--- src/rtl/key_schedule_ctrl_128.sv ---
// AES-128 key schedule sequencer: reads one cipher key, drives an external
// round-expansion stage ten times and streams round keys 0..10 out.
module key_schedule_ctrl_128 (
  input  logic         clock,
  input  logic         reset,
  input  logic [127:0] in_key,
  input  logic         in_key_empty,
  output logic         in_key_rd,
  output logic [127:0] stage_in_key,
  output logic [7:0]   stage_rcon,
  output logic         stage_in_wr,
  input  logic         stage_in_full,
  input  logic [127:0] stage_out_key,
  input  logic         stage_out_empty,
  output logic         stage_out_rd,
  output logic [127:0] out_key,
  output logic [3:0]   out_round,
  output logic         out_key_wr,
  input  logic         out_key_full,
  output logic         busy,
  output logic         done
);

  localparam logic [1:0] IDLE  = 2'd0;
  localparam logic [1:0] EMIT  = 2'd1;
  localparam logic [1:0] ISSUE = 2'd2;
  localparam logic [1:0] WAIT  = 2'd3;

  logic [1:0]   state;
  logic [127:0] key_reg;
  logic [3:0]   round;
  logic [7:0]   rcon;

  function automatic logic [7:0] xtime(input logic [7:0] r);
    return {r[6:0], 1'b0} ^ (r[7] ? 8'h1b : 8'h00);
  endfunction

  // Handshakes are qualified by reset so every strobe reads 0 while it is held.
  always_comb begin
    in_key_rd    = reset && (state == IDLE)  && !in_key_empty;
    out_key_wr   = reset && (state == EMIT)  && !out_key_full;
    stage_in_wr  = reset && (state == ISSUE) && !stage_in_full;
    stage_out_rd = reset && (state == WAIT)  && !stage_out_empty;
    done         = out_key_wr && (round == 4'd10);
    busy         = (state != IDLE);
    out_key      = key_reg;
    stage_in_key = key_reg;
    out_round    = round;
    stage_rcon   = rcon;
  end

  always_ff @(posedge clock or negedge reset) begin
    if (!reset) begin
      state   <= IDLE;
      key_reg <= '0;
      round   <= '0;
      rcon    <= 8'h01;
    end else begin
      case (state)
        IDLE: begin
          if (in_key_rd) begin
            key_reg <= in_key;
            round   <= '0;
            rcon    <= 8'h01;
            state   <= EMIT;
          end
        end
        EMIT: begin
          if (out_key_wr) state <= (round == 4'd10) ? IDLE : ISSUE;
        end
        ISSUE: begin
          if (stage_in_wr) state <= WAIT;
        end
        WAIT: begin
          if (stage_out_rd) begin
            key_reg <= stage_out_key;
            round   <= round + 4'd1;
            rcon    <= xtime(rcon);
            state   <= EMIT;
          end
        end
        default: state <= IDLE;
      endcase
    end
  end

endmodule

--- config.mk ---
export PLATFORM = sky130hd
export DESIGN_NAME = key_schedule_ctrl_128
export DESIGN_NICKNAME = d
export VERILOG_FILES = /design/src/rtl/key_schedule_ctrl_128.sv
export SDC_FILE = /design/constraint.sdc
export NUM_CORES = 1
export LEC_CHECK = 0
export BUFFER_PORTS_ARGS = -buffer_cell sky130_fd_sc_hd__buf_2
export CELL_PAD_IN_SITES_DETAIL_PLACEMENT = 0
export CELL_PAD_IN_SITES_GLOBAL_PLACEMENT = 1
export CORE_AREA = 5 5 205 207
export CTS_CLUSTER_SIZE = 25
export DETAILED_ROUTE_END_ITERATION = 10
export DIE_AREA = 0 0 210 212
export HOLD_SLACK_MARGIN = 0.12
export PLACE_DENSITY = 0.68
export SYNTH_ARGS = -nofsm -noshare
export SYNTH_HDL_FRONTEND = slang
export SYNTH_SLANG_ARGS = --single-unit
--- constraint.sdc ---
create_clock -name clock -period 2.5 [get_ports clock]
set_clock_uncertainty 0.1 [all_clocks]
set_input_delay 0.25 -clock clock [delete_from_list [all_inputs] [get_ports clock]]
set_output_delay 0.25 -clock clock [all_outputs]
set_load 0.05 [all_outputs]
==> summary.md, run 1 <==
| Metric | Value |
|---|---|
| Post-synth EDFFs | 0 |
| Placed Area | roughly 10000 sq um |
| Setup TNS Final | 0 ns |
| Sequential share of the synthesized area | 0.4711 |
| Fmax | 428.0 MHz |
| Routability congestion estimate | 0.8710 |
| Hold WS | ~0.17 ns |
| Post-CTS Setup Bufs | 0 |
| Synth top cells by count | dfrtp_1 (141), nand2_1 (138), o21ai_0 (137) |
| Syn Inst Count | roughly 760 |
| Post-route minimum period | between 2 and 2.5 ns |
| Max clock buf depth | 2 |
| CTS tree | yes |
| Vias in the first global route | 8081 |
| Vias per cell | between 3 and 4 |
| Cell Area, Synth | between 7000 and 8000 sq um |
| Worst hold path type | input port to flop |
| DRC viols | 0 |
| Area Overhead vs Synth | 76.33% |
| First-pass GRT wire length | around 42000 microns |
| Full die area | between 40000 and 50000 sq um |
| Total Nets Final | 1685 |
| Antenna cell count | 0 |
| Pwr per Cell Area | roughly 1500 nW/um^2 |
| Top cell type's share of synthesized area | 0.4677 |
| H-tree levels | 4 |
| Share of layout cells above drive strength 1 | 0.4133 |
| Clock transition at path regs | about 0.06 ns |
| Via count | 7654 |
| IO buf count | about 540 |
| Crit path DAT | between 2 and 3 ns |
| Dpl cells | about 1700 |
| Setup crit start kind | flop |
| Starting density of the core | 0.1878 |
| Pre-CTS setup slack | around 0.53 ns |
| Clock net sink count | approximately 140 |
| Synth Flop Type | dfrtp_1 |
| RSZ-0062 raised after global routing | false |
| Final cell count without fillers | slightly below 2000 |
| Synth Area per Inst | about 10 sq um |
| Synthesis Warnings | 0 |
| Synth Register Bits | 142 |
| Most numerous cell in the Yosys netlist | dfrtp_1 |
| Synth area leaders | dfrtp_1 (47%), mux2i_1 (17%), buf_4 (13%) |
| CP Data Required Time | between 2 and 3 ns |
| Max-Cap Viols | 0 |
| Slew HR | 0.4562 |
| Pin count of the biggest net entering global routing | roughly 140 |
| Setup crit end kind | flop |
| Slew @ Worst Pin | approximately 0.82 ns |
| Area leader, netlist | dfrtp_1 |
| FFs w/ async S/R, synth | 1.000 |
| Critical path type | flop to flop |
| Mapped Nets | between 1000 and 1500 |
| Fin worst setup slack | between 0.15 and 0.2 ns |
| 1st-iter DRT viols | 328 |
| CP max FO | 29 |
| 1st-pass router iterations | 4 |
| Finished Core Util | 0.3311 |
| DR WL/cell | 14.43 microns |
| Io pins | ~540 |
| Chip Width | around 210 microns |
| Initial antenna violation count | 1 |
| Core Rows | 74 |
| Pleak | ~6.7 nW |
| Post-layout instance area | between 10000 and 15000 sq um |
| Post-detail-place hpwl | roughly 20000 microns |
| Root buf cell | clkbuf_16 |
| Worst vdd ir | 0.8284 mV |
| Hold Vio Cnt, Final | 0 |
| CTS buffer count | 17 |
| Total grt overflow | 0 |
| ANT nets after route | 0 |
| Run status | completed |
| Tot Pwr | between 20 and 25 mW |
| Tcrit/Tclk final | 0.9347 |
| Clock Latency Late Sink | approximately 0.42 ns |
| Core area | 40180 sq um |
| Final Setup Violations | 0 |
| Gr usage total | 0.1199 |
| Slew Limit Fails | 0 |
| Post-synth cell types | 28 |
| DRT Wirelength | ~28000 microns |
| Die Y | 212 microns |
worst max-delay path, cell delays in order (launching register included):
cell           delay (ns)
dfrtp_1              0.42
ha_4                 0.23
buf_12               0.28
buf_4                0.24
mux2i_1              0.25
dlygate4sd3_1        0.58
o21ai_0              0.07
layout make-up:
cell class	count	area, sq um
sequential	142	3555
fill	4097	26880
multi-input combinational	437	2818
inverter	6	22.52
clock inverter	14	240.2
tap	532	665.6
timing repair buffer	813	5574
clock buffer	18	429.2
routing by layer:
| metal | vias to the layer above | track usage | part of all wire |
|---|---|---|---|
| met5 | - | 0 | 0.00046 |
| met3 | 40 | 0.03777 | 0.071 |
| met2 | 308 | 0.2179 | 0.52 |
| met4 | 2 | 0.04703 | 0.028 |
| met1 | 3556 | 0.1304 | 0.38 |
| li1 | 3748 | - | - |
power breakdown:
group | switching (mW) | total [mW] | leakage [nW] | internal, mW
Sequential | 0.942 | 4.31 | 1.78 | 3.37
Clock | 1.04 | 2.91 | 0.320 | 1.87
Combinational | 9.84 | 13.3 | 4.56 | 3.49
final timing paths:
kind	startpoint	to	slack (ns)	depth (start not counted)
worst max-delay path	state[0]	out_key[49]	0.16	6
worst max register to register	state[0]	out_key[49]	0.16	6
worst min-delay path	out_key_full	state[0]	0.17	4
worst min register to register	stage_rcon[0]	stage_rcon[0]	0.39	2
min in group asynchronous	reset	out_round[1]	0.46	3
max in group asynchronous	reset	out_key[74]	1.18	3
cell usage in the layout (no fill, tap or decap), types with 9 or more instances in the layout:
cell type / count
mux2i_1: 130
buf_12: 9
dfrtp_1: 141
clkbuf_16: 18
buf_2: 532
dlygate4sd3_1: 259
o21ai_0: 137
nand2_1: 138
buf_4: 10
repair_timing:
action / in CTS / in global routing
endpoints found under the hold margin: 271 / 0
endpoints found under the setup margin: 0 / 19
hold buffers: 259 / 0
gates resized for setup: 0 / 1
cells by family (layout without fill, tap and decap cells):
logic type	count (synthesis)	count (layout)	synth area share
adder cells (fa/ha/maj)	6	6	0.009950
AND/OR/NAND/NOR	154	154	0.08342
buffers and inverters	179	851	0.1584
flip-flops	142	142	0.4711
XOR/XNOR	3	3	0.003483
AO/OA/AOI/OAI	144	144	0.1012
multiplexers	130	130	0.1725
flip-flops by register name, summed over array words and instances, names as in the netlist:
register    count
out_key       128
out_round       4
state           2
stage_rcon      8
No activity file was read; power rests on OpenSTA's default activity.
==> run 2: changes to the inputs <==
CORE_AREA = 3 3 208 210   (was 5 5 205 207)
CTS_CLUSTER_DIAMETER = 200   (was not set)
DIE_AREA = 0 0 211 213   (was 0 0 210 212)
clock period = 2 ns   (was 2.5 ns; I/O delays follow)
==> summary.md, run 2 (same netlist as run 1, synthesis figures left out) <==
| Metric | Value |
|---|---|
| Finished Core Util | 0.3243 (-0.006796) |
| Core area | 41760 sq um (+3.9%) |
| DRT Wirelength | 29560 microns (+4.4%) |
| Commonest non-fill, non-tap cell in the layout | buf_2 |
| Clock transition at path regs | 0.06 ns (about the same) |
| P_sw | 14.84 mW (+26%) |
| Vias per cell | 3.852 (-1.3%) |
| Fin worst setup slack | -0.06350 ns (-0.2268 ns) |
| Crit. path cell count | 5 (-1) |
| Full die area | 44940 sq um (+0.95%) |
| Starting density of the core | 0.1807 (-0.007083) |
| Internal Pwr Total | 10.38 mW (+19%) |
| Slowest Stage Delay on Critical Path | 0.39 ns (-0.19 ns) |
| Slowest-stage cell, CP | dfrtp_1 |
| Routability congestion estimate | 0.7511 (-14%) |
| ANT nets after route | 0 (unchanged) |
| Post-detail-place hpwl | 20520 microns (+0.16%) |
| Post-layout instance area | 13540 sq um (+1.8%) |
| Vias in the first global route | 7845 (-2.9%) |
| CP Buf/Inv Count | 2 (-1) |
| Total grt overflow | 0 (unchanged) |
| IO buf count | 535 (unchanged) |
| Area Overhead vs Synth | 79.49% |
| CP max FO | 4 (-86%) |
| Clock net sink count | 142 (unchanged) |
| Sequential power share | 0.214 (+0.004) |
| Root buf cell | clkbuf_16 |
| Gate power share | 0.650 (about the same) |
| DR WL/cell | 14.88 microns (+3.1%) |
| Clock share of power | 0.137 (-0.005) |
| Critical path type | flop to primary output |
| Setup crit start kind | flop |
| Pleak | 6.770 nW (+1.7%) |
| First-pass GRT wire length | 43190 microns (+2.2%) |
| RSZ-0062 raised after global routing | true |
| Crit path max-delay family | simple AND/OR/NAND/NOR gates |
| CTS tree | yes |
| Tcrit/Tclk final | 1.032 |
| Worst vdd ir | 1.728 mV (+110%) |
| Gr usage total | 0.1255 (+0.005624) |
| Post-route minimum period | 2.064 ns |
| Share of layout cells above drive strength 1 | 0.4247 (+0.01144) |
| Pwr per Cell Area | 1862 nW/um^2 (+21%) |
| Fillers | 4146 (+1.2%) |
| Fmax | ~480 MHz |
| CTS buffer count | 17 (unchanged) |
| Worst hold path type | input port to flop |
| Total Nets Final | 1703 (+1.1%) |
| Chip Width | 211 microns (+0.48%) |
| Slew HR | 0.5448 (+0.08862) |
| Clock Latency Late Sink | 0.43 ns (about the same) |
| Initial antenna violation count | 2 (+1) |
| Run status | finished, violations left |
| Antenna cell count | 0 (unchanged) |
| DRC viols | 0 (unchanged) |
| Min-Delay Path Depth | 4 (unchanged) |
| Setup crit end kind | primary output |
| 1st-iter DRT viols | 272 (-17%) |
| 1st-pass router iterations | 4 (unchanged) |
| CP Data Required Time | 1.70 ns (-0.99 ns) |
| Most frequent cells in the layout | buf_2 (529), dlygate4sd3_1 (259), dfrtp_1 (141), nand2_1 (138), o21ai_0 (137) |
| Max reg flops | 128 (unchanged) |
| Final Setup Violations | 3 (+3) |
| Via count | 7654 (unchanged) |
| Die Y | 213 microns (+0.47%) |
| Failing checks | negative setup slack |
| Max clock buf depth | 2 (unchanged) |
| Core Rows | 75 (+1.4%) |
| R2R depth | 7 (+1) |
| Placed Area | 10200 sq um (+1.9%) |
| Pin count of the biggest net entering global routing | 120 (-15%) |
| Crit path DAT | 1.76 ns (-0.77 ns) |
| Slew @ Worst Pin | 0.6827 ns (-0.1329 ns) |
| Switching part of the total | 0.5884 (+0.01318) |
| H-tree levels | 4 (unchanged) |
| Max-Cap Viols | 0 (unchanged) |
| Slew Limit Fails | 0 (unchanged) |
| Hold Vio Cnt, Final | 0 (unchanged) |
| Io pins | 536 (unchanged) |
| Crit-path cells | inv_2 > ha_4 > nor3b_4 > and4b_2 > buf_12 |
==> run 2: power groups by stage <==
stage / Combinational [mW] / Sequential [mW] / Clock [mW]
after detailed placement: 15.8 / 5.44 / 0
after CTS: 16.3 / 5.42 / 3.63
final: 16.4 / 5.39 / 3.44
after global routing: 17.3 / 5.59 / 3.70
after floorplan: 9.05 / 9.56 / 0
after global placement: 15.8 / 5.39 / 0
==> run 2: layer usage <==
| metal | vias to the layer above | share of wire | GRT usage |
|---|---|---|---|
| met5 | - | 0.00044 | 0 |
| met4 | 2 | 0.037 | 0.06536 |
| met3 | 57 | 0.062 | 0.03232 |
| met2 | 338 | 0.51 | 0.2275 |
| met1 | 3469 | 0.39 | 0.1350 |
| li1 | 3788 | - | - |
==> run 2: tightest hold or removal path: cells and delay by family <==
| family | cells | cell delay (ns) |
|---|---|---|
| simple gates | 1 | 0.16 |
| mux | 1 | 0.09 |
| buf+inv | 1 | 0.12 |
| compound gates | 1 | 0.10 |
==> run 2: what timing repair did <==
action                                  CTS  global route
gates resized for setup                   7             7
hold buffers                            259             0
buffers inserted                          1             4
pin swaps                                 1             1
endpoints found under the hold margin   249             0
gates cloned                              0             1
endpoints found under the setup margin    4            16
==> run 2: worst paths after layout <==
path / startpoint / end / slack [ns]
min reg2reg: stage_rcon[0] / stage_rcon[0] / 0.38
min: in_key_empty / state[1] / 0.18
max reg2reg: state[1] / out_key[66] / 0.11
max: state[1] / done / -0.06
min in group asynchronous: reset / out_key[49] / 0.51
max in group asynchronous: reset / out_key[6] / 0.45
==> run 2: per-stage QoR <==
stage               worst slack (ns)  std cells  total power, mW  setup TNS [ns]  hold slack [ns]
floorplan                    -0.2603        758            18.61         -0.2603          -0.1956
global route                 -0.1819       1987            26.57         -0.4847           0.1910
CTS                          -0.1249       1983            25.33         -0.2439           0.1263
global placement              0.1337       1691            21.17               0           0.3050
detailed placement           0.06721       1691            21.29               0           0.3129
finish                      -0.06350       1987            25.22         -0.1107           0.1823
==> run 2: cell type report <==
cell class | count | area [sq um] | area share
sequential | 142 | 3555 | 0.2625
multi-input combinational | 437 | 2856 | 0.2109
clock buffer | 19 | 442.9 | 0.03271
timing repair buffer | 831 | 5806 | 0.4287
inverter | 6 | 22.52 | 0.001663
clock inverter | 13 | 185.2 | 0.01367
tap | 539 | 674.4 | 0.04980
